[src/rtl/stream_buf_pkg.sv]
// Shared state encoding, default parameters and index-width helper for the
// stream channel buffer.
package stream_buf_pkg;

    typedef enum logic [1:0] {
        IDLE   = 2'd0,
        ACTIVE = 2'd1,
        DRAIN  = 2'd2
    } state_t;

    localparam int unsigned DEF_WIDTH     = 32;
    localparam int unsigned DEF_DEPTH     = 8;
    localparam int unsigned DEF_CHANNELS  = 4;
    localparam int unsigned DEF_BURST_LEN = 4;

    // Index width that never collapses to zero bits for a single-entry range.
    function automatic int unsigned idx_w(input int unsigned n);
        return (n > 1) ? $clog2(n) : 1;
    endfunction

endpackage

[src/rtl/stream_channel_buffer_if.sv]
// Multi-channel input stream plus single output stream; slave is the buffer side.
interface stream_channel_buffer_if
    import stream_buf_pkg::*;
#(
    parameter int unsigned WIDTH    = DEF_WIDTH,
    parameter int unsigned CHANNELS = DEF_CHANNELS
);
    localparam int unsigned CHAN_W = idx_w(CHANNELS);

    logic [CHANNELS-1:0]       in_valid;
    logic [CHANNELS*WIDTH-1:0] in_data;
    logic [CHANNELS-1:0]       in_ready;
    logic                      out_valid;
    logic [WIDTH-1:0]          out_data;
    logic [CHAN_W-1:0]         out_chan;
    logic                      out_ready;

    modport master (
        output in_valid, in_data, out_ready,
        input  in_ready, out_valid, out_data, out_chan
    );

    modport slave (
        input  in_valid, in_data, out_ready,
        output in_ready, out_valid, out_data, out_chan
    );

endinterface

[src/rtl/stream_channel_buffer_rr_arbiter.sv]
// Round-robin grant: lowest-index requester at or after ptr, wrapping modulo CHANNELS.
module rr_arbiter
    import stream_buf_pkg::*;
#(
    parameter int unsigned CHANNELS = DEF_CHANNELS,
    localparam int unsigned PTR_W   = idx_w(CHANNELS)
) (
    input  logic [CHANNELS-1:0] req,
    input  logic [PTR_W-1:0]    ptr,
    output logic [CHANNELS-1:0] gnt
);

    logic             found;
    logic [PTR_W-1:0] idx;

    always_comb begin
        gnt   = '0;
        found = 1'b0;
        idx   = '0;
        for (int unsigned i = 0; i < CHANNELS; i++) begin
            idx = PTR_W'((32'(ptr) + i) % CHANNELS);
            if (!found && req[idx]) begin
                gnt[idx] = 1'b1;
                found    = 1'b1;
            end
        end
    end

endmodule

[src/rtl/stream_channel_buffer.sv]
// Round-robin multi-channel collector into a first-word fall-through FIFO with
// IDLE/ACTIVE/DRAIN control and a done pulse every BURST_LEN pops.
module stream_channel_buffer
    import stream_buf_pkg::*;
#(
    parameter int unsigned WIDTH     = DEF_WIDTH,
    parameter int unsigned DEPTH     = DEF_DEPTH,
    parameter int unsigned CHANNELS  = DEF_CHANNELS,
    parameter int unsigned BURST_LEN = DEF_BURST_LEN,
    localparam int unsigned CNT_W    = $clog2(DEPTH + 1)
) (
    input  logic                    clk,
    input  logic                    reset_n,
    input  logic                    enable,
    input  logic                    clear,
    stream_channel_buffer_if.slave  bus,
    output logic [CNT_W-1:0]        count,
    output logic                    busy,
    output logic                    done
);

    localparam int unsigned AW     = $clog2(DEPTH);
    localparam int unsigned CHAN_W = idx_w(CHANNELS);
    localparam int unsigned PC_W   = idx_w(BURST_LEN);

    state_t              state, state_next;
    logic [AW-1:0]       wr_ptr, rd_ptr;
    logic [WIDTH-1:0]    data_mem [DEPTH];
    logic [CHAN_W-1:0]   chan_mem [DEPTH];
    logic [CHAN_W-1:0]   rr_ptr, rr_next, grant_idx;
    logic [PC_W-1:0]     pop_cnt;
    logic [CHANNELS-1:0] gnt, in_ready;
    logic [WIDTH-1:0]    push_data;
    logic                full, empty, can_accept, push, pop;

    rr_arbiter #(.CHANNELS(CHANNELS)) u_arb (
        .req (bus.in_valid),
        .ptr (rr_ptr),
        .gnt (gnt)
    );

    always_comb begin
        grant_idx = '0;
        for (int unsigned c = 0; c < CHANNELS; c++) begin
            if (gnt[c]) grant_idx = CHAN_W'(c);
        end
    end

    // Full is judged on the registered count, so a same-cycle pop never opens a slot.
    assign full       = (count == CNT_W'(DEPTH));
    assign empty      = (count == '0);
    assign can_accept = (state == ACTIVE) && enable && !full && !clear;
    assign in_ready   = can_accept ? gnt : '0;
    assign push       = |(bus.in_valid & in_ready);
    assign pop        = !empty && bus.out_ready && !clear;
    assign push_data  = bus.in_data[grant_idx*WIDTH +: WIDTH];
    assign rr_next    = (grant_idx == CHAN_W'(CHANNELS - 1)) ? '0 : grant_idx + CHAN_W'(1);

    assign bus.in_ready  = in_ready;
    assign bus.out_valid = !empty;
    assign bus.out_data  = data_mem[rd_ptr];
    assign bus.out_chan  = chan_mem[rd_ptr];
    assign busy          = (state != IDLE);

    always_comb begin
        state_next = state;
        if (clear) begin
            state_next = IDLE;
        end else begin
            unique case (state)
                IDLE:    if (enable) state_next = ACTIVE;
                ACTIVE:  if (!enable) state_next = empty ? IDLE : DRAIN;
                DRAIN:   if (enable) state_next = ACTIVE;
                         else if (empty) state_next = IDLE;
                default: state_next = IDLE;
            endcase
        end
    end

    always_ff @(posedge clk or negedge reset_n) begin
        if (!reset_n) state <= IDLE;
        else          state <= state_next;
    end

    always_ff @(posedge clk or negedge reset_n) begin
        if (!reset_n) begin
            count   <= '0;
            wr_ptr  <= '0;
            rd_ptr  <= '0;
            rr_ptr  <= '0;
            pop_cnt <= '0;
            done    <= 1'b0;
        end else if (clear) begin
            count   <= '0;
            wr_ptr  <= '0;
            rd_ptr  <= '0;
            rr_ptr  <= '0;
            pop_cnt <= '0;
            done    <= 1'b0;
        end else begin
            if (push) begin
                wr_ptr <= wr_ptr + AW'(1);
                rr_ptr <= rr_next;
            end
            if (pop) rd_ptr <= rd_ptr + AW'(1);

            unique case ({push, pop})
                2'b10:   count <= count + CNT_W'(1);
                2'b01:   count <= count - CNT_W'(1);
                default: count <= count;
            endcase

            done <= 1'b0;
            if (pop) begin
                if (pop_cnt == PC_W'(BURST_LEN - 1)) begin
                    pop_cnt <= '0;
                    done    <= 1'b1;
                end else begin
                    pop_cnt <= pop_cnt + PC_W'(1);
                end
            end
        end
    end

    always_ff @(posedge clk) begin
        if (push) begin
            data_mem[wr_ptr] <= push_data;
            chan_mem[wr_ptr] <= grant_idx;
        end
    end

endmodule

[src/flat_wrapper.sv]
// flat-port wrapper written by rule: the top's interface ports become plain ports
module stream_channel_buffer_flat import stream_buf_pkg::*;
#(
    parameter int unsigned WIDTH     = DEF_WIDTH,
    parameter int unsigned DEPTH     = DEF_DEPTH,
    parameter int unsigned CHANNELS  = DEF_CHANNELS,
    parameter int unsigned BURST_LEN = DEF_BURST_LEN,
    localparam int unsigned CNT_W    = $clog2(DEPTH + 1)
)
  (clk, reset_n, enable, clear, count, busy, done, bus_in_valid, bus_in_data, bus_out_ready, bus_in_ready, bus_out_valid, bus_out_data, bus_out_chan);
  stream_channel_buffer_if #(.WIDTH(WIDTH), .CHANNELS(CHANNELS)) bus_i ();
  input  logic clk;
  input  logic reset_n;
  input  logic enable;
  input  logic clear;
  output logic [CNT_W-1:0] count;
  output logic busy;
  output logic done;
  input wire logic [$bits(bus_i.in_valid)-1:0] bus_in_valid;
  input wire logic [$bits(bus_i.in_data)-1:0] bus_in_data;
  input wire logic [$bits(bus_i.out_ready)-1:0] bus_out_ready;
  output wire logic [$bits(bus_i.in_ready)-1:0] bus_in_ready;
  output wire logic [$bits(bus_i.out_valid)-1:0] bus_out_valid;
  output wire logic [$bits(bus_i.out_data)-1:0] bus_out_data;
  output wire logic [$bits(bus_i.out_chan)-1:0] bus_out_chan;
  assign bus_i.in_valid = bus_in_valid;
  assign bus_i.in_data = bus_in_data;
  assign bus_i.out_ready = bus_out_ready;
  assign bus_in_ready = bus_i.in_ready;
  assign bus_out_valid = bus_i.out_valid;
  assign bus_out_data = bus_i.out_data;
  assign bus_out_chan = bus_i.out_chan;
  stream_channel_buffer #(.WIDTH(WIDTH), .DEPTH(DEPTH), .CHANNELS(CHANNELS), .BURST_LEN(BURST_LEN)) u_core (.clk(clk), .reset_n(reset_n), .enable(enable), .clear(clear), .bus(bus_i), .count(count), .busy(busy), .done(done));
endmodule
[config.mk]
export PLATFORM = sky130hd
export DESIGN_NAME = stream_channel_buffer_flat
export DESIGN_NICKNAME = d
export VERILOG_FILES = /design/src/rtl/stream_buf_pkg.sv /design/src/rtl/stream_channel_buffer_if.sv /design/src/rtl/stream_channel_buffer_rr_arbiter.sv /design/src/rtl/stream_channel_buffer.sv /design/src/flat_wrapper.sv
export SDC_FILE = /design/constraint.sdc
export NUM_CORES = 1
export LEC_CHECK = 0
export ABC_AREA = 1
export CAP_MARGIN = 20
export CELL_PAD_IN_SITES_DETAIL_PLACEMENT = 0
export CELL_PAD_IN_SITES_GLOBAL_PLACEMENT = 2
export CORE_MARGIN = 2
export CORE_UTILIZATION = 37
export CTS_BUF_LIST = sky130_fd_sc_hd__clkbuf_4
export CTS_CLUSTER_SIZE = 14
export DETAILED_ROUTE_END_ITERATION = 8
export PLACE_DENSITY = 0.9
export SETUP_SLACK_MARGIN = 0.1
export SLEW_MARGIN = 0
export SYNTH_ARGS = -nofsm -noshare
export SYNTH_HDL_FRONTEND = slang
export SYNTH_SLANG_ARGS = --single-unit
[constraint.sdc]
create_clock -name clk -period 6.7 [get_ports clk]
set_clock_uncertainty 0.1 [all_clocks]
set_input_delay 1.675 -clock clk [delete_from_list [all_inputs] [get_ports clk]]
set_output_delay 1.675 -clock clk [all_outputs]
set_load 0.05 [all_outputs]
==> impl_metrics.yaml <==
yosys:
  ys_seq_area_frac: 0.674
  synth_nets: 1303
  synthXorXnorAreaFrac: 0.00137
  synth_top_family_by_area: "simple AND/OR/NAND/NOR gates"
  synth_area_leader_cell: "edfxtp_1"
  syn_area_per_cell_um2: 11.1
  synth-compound-area-share: 0.137
  synth_top_cell_area_share: 0.640
  yosys.area_share.simple: 0.140
  synthCells: 1154
  muxShareOfSynthArea: 0
  synthTopCellsByArea: "edfxtp_1 64%, nor2_1 9.2%, o21ai_0 7.1%"
  yosys_register_bits: 289
  yosys_warnings: 0
  synthesis.area_mm2: 0.0128
  synth_cell_types: 36
  yosys.area_share.adder: 0.0124
worst_setup_path:
  path_class: "in2out"
  worstPathCellList: "clkdlybuf4s50_1 -> nor4_1 -> inv_1 -> nor2_1 -> inv_1 -> a31oi_1 -> clkdlybuf4s50_1"
  cp-end-kind: "primary output"
  cp.arrival_ps: 4180
  cp_slowest_stage_delay_ps: 840
  critPathMaxFanout: 7
  startpoint_type: "input pin"
  crit_path_top_delay_cell: "clkdlybuf4s50_1"
  cp.required_ps: 4930
routing:
  drt_iter0_drc: 621
  routed-via-count: 9612
  drcViolationCount: 0
  wirelength_um: 33600
  first_pass_iters: 5
  vias_per_cell: 5.14
  antenna_left: 0
  wl_per_cell_um: 18.0
final_layout:
  area_growth_pct: 25.2
  fin_nets: 1511
  num-fill-cells: 3171
  final_common_cell: "nor2_1"
  final_cells: 1869
  layout_common_cells: "311 x nor2_1, 272 x edfxtp_1, 182 x o21ai_0, 181 x clkdlybuf4s50_1, 120 x clkbuf_4"
  layout-drive-gt1-share: 0.132
  final_core_util: 0.466
timing:
  worstMarginPinSlew_ps: 1040
  final_hold_viol_count: 0
  setup_viol: 0
  clock.fmax_mhz: 168
  tns_ps: 0
  holdWs_ps: 391
  postLayoutSetupSlackWorst_ps: 741
  post-route-min-period_ps: 5960
  slew_violations: 0
  rsz0062_at_grt: "no"
  maxSlewHeadroom: 0.307
  period_share: 0.889
power_and_ir_drop:
  switching_share: 0.267
  ir_drop_mv: 0.239
  intPower_mw: 3.18
  cellLeakagePower_nw: 5.64
  pwr-share-seq: 0.505
  combPwrFrac: 0.158
  power.density_mw_per_mm2: 271
  pwr-share-clk: 0.338
  p_switching_mw: 1.16
die:
  core_area_mm2: 0.0343
  die_y_um: 190
  die_w_um: 190
  pin_count: 182
  start_util: 0.372
  die_area_mm2: 0.0360
  rows: 68
placed_design:
  place_ws_ps: 745
  place.gp.congestion: 0.775
  dp_hpwl_um: 19500
  port_buffers: 181
  place_inst: 1741
clock_tree:
  clock_latency_ps: 650
  cts_buffers: 74
  ctsResizeCount: 0
  path_clk_slew_ps: 50
  cts_hold_buf: 0
  postCtsSetupBuffers: 0
  tritoncts: "done"
  cts.sinks: 289
  htree_num_levels: 3
  cts_buffer_depth: 3
  clockRootBuffer: "clkbuf_4"
run_status:
  status: "finished clean"
global_routing:
  grt_pass1_wl_um: 51100
  grt_pass1_vias: 9457
  overflow: 0
  grt_max_degree: 91
  antenna_found_initial: 2
  grt_util_all_layers: 0.184
worst_hold_path:
  hp-class: "reg2reg"
flow_run:
  drv_cap: 0
worst max-delay path: cells and delay by family:
kind | cells | cell delay [ps]
AO/OA/AOI/OAI | 1 | 210
buffers and inverters | 4 | 1650
AND/OR/NAND/NOR | 2 | 650
cells in the mapped netlist:
cell	instances
a211oi_1	1
a21oi_1	3
a21oi_4	1
a31oi_1	36
buf_1	3
buf_2	4
buf_4	7
buf_6	5
clkbuf_1	51
dfrtp_1	17
edfxtp_1	272
fa_1	1
ha_1	11
inv_1	25
inv_2	8
inv_4	1
nand2_1	50
nand2_2	6
nand2_4	4
nand2_8	1
nand3_1	36
nand3_2	5
nand3b_1	1
nor2_1	314
nor2_2	1
nor2_4	2
nor3_1	5
nor4_1	3
o211ai_1	1
o21ai_0	182
o21ai_1	26
o22ai_1	66
o31ai_1	1
o32ai_1	1
or2_2	1
xor2_1	2
power by group through the flow:
stage / Sequential (mW) / Clock, mW / Combinational, mW
floorplan: 2.22 / 0 / 0.422
CTS: 2.19 / 1.51 / 0.681
finish: 2.19 / 1.46 / 0.683
global route: 2.19 / 1.61 / 0.749
detailed placement: 2.22 / 0 / 0.679
global placement: 2.22 / 0 / 0.665
area by class of cell:
| class | count | area (um2) | share of cell area |
|---|---|---|---|
| diodes | 1 | 2.50 | 0.000157 |
| clock buffers | 120 | 901 | 0.0564 |
| clock inverters | 7 | 27.5 | 0.00172 |
| inverters | 34 | 133 | 0.00831 |
| multi-input cells | 761 | 3760 | 0.235 |
| flip-flops and latches | 289 | 8600 | 0.538 |
| well taps | 455 | 569 | 0.0356 |
| repair buffers | 202 | 1980 | 0.124 |
kinds of logic (layout without fill, tap and decap cells):
family,Yosys count,count (layout)
flops,289,289
other cells,0,1
xor+xnor,2,2
buf+inv,104,363
simple gates,429,429
compound gates,318,318
fa+ha+maj,12,12
per-layer routing:
layer	part of all wire	GRT usage	up-vias
met3	0.076	0.0467	51
met4	0.019	0.0677	2
li1	-	-	4618
met5	0.00030	0	-
met1	0.43	0.235	4617
met2	0.47	0.304	324
final timing paths:
check / start / endpoint / slack [ps] / cells past startpoint
min in group asynchronous: reset_n / u_core.wr_ptr[2]$_DFFE_PN0P_ / 1370 / 1
worst min register to register: u_core.state[0]$_DFFE_PN0P_ / u_core.state[0]$_DFFE_PN0P_ / 390 / 1
worst max-delay path: clear / bus_in_ready[1] / 740 / 7
max in group asynchronous: reset_n / u_core.rd_ptr[0]$_DFFE_PN0P_ / 4570 / 1
worst min-delay path: u_core.state[0]$_DFFE_PN0P_ / u_core.state[0]$_DFFE_PN0P_ / 390 / 1
worst max register to register: u_core.rr_ptr[0]$_DFFE_PN0P_ / u_core.data_mem[7][21]$_DFFE_PP_ / 2650 / 16
state kept, by name, summed over array words and instances (netlist names):
signal / count
u_core.state: 2
u_core.pop_cnt: 2
u_core.done: 1
u_core.chan_mem: 16
u_core.rd_ptr: 3
u_core.wr_ptr: 3
u_core.count: 4
u_core.data_mem: 256
u_core.rr_ptr: 2
metrics by stage:
step	total power [mW]	area, um2
finish	4.33	16000
global route	4.54	16000
CTS	4.38	16000
detailed placement	2.90	15000
global placement	2.89	15000
floorplan	2.64	12800
(Power assumes the default switching activity.)
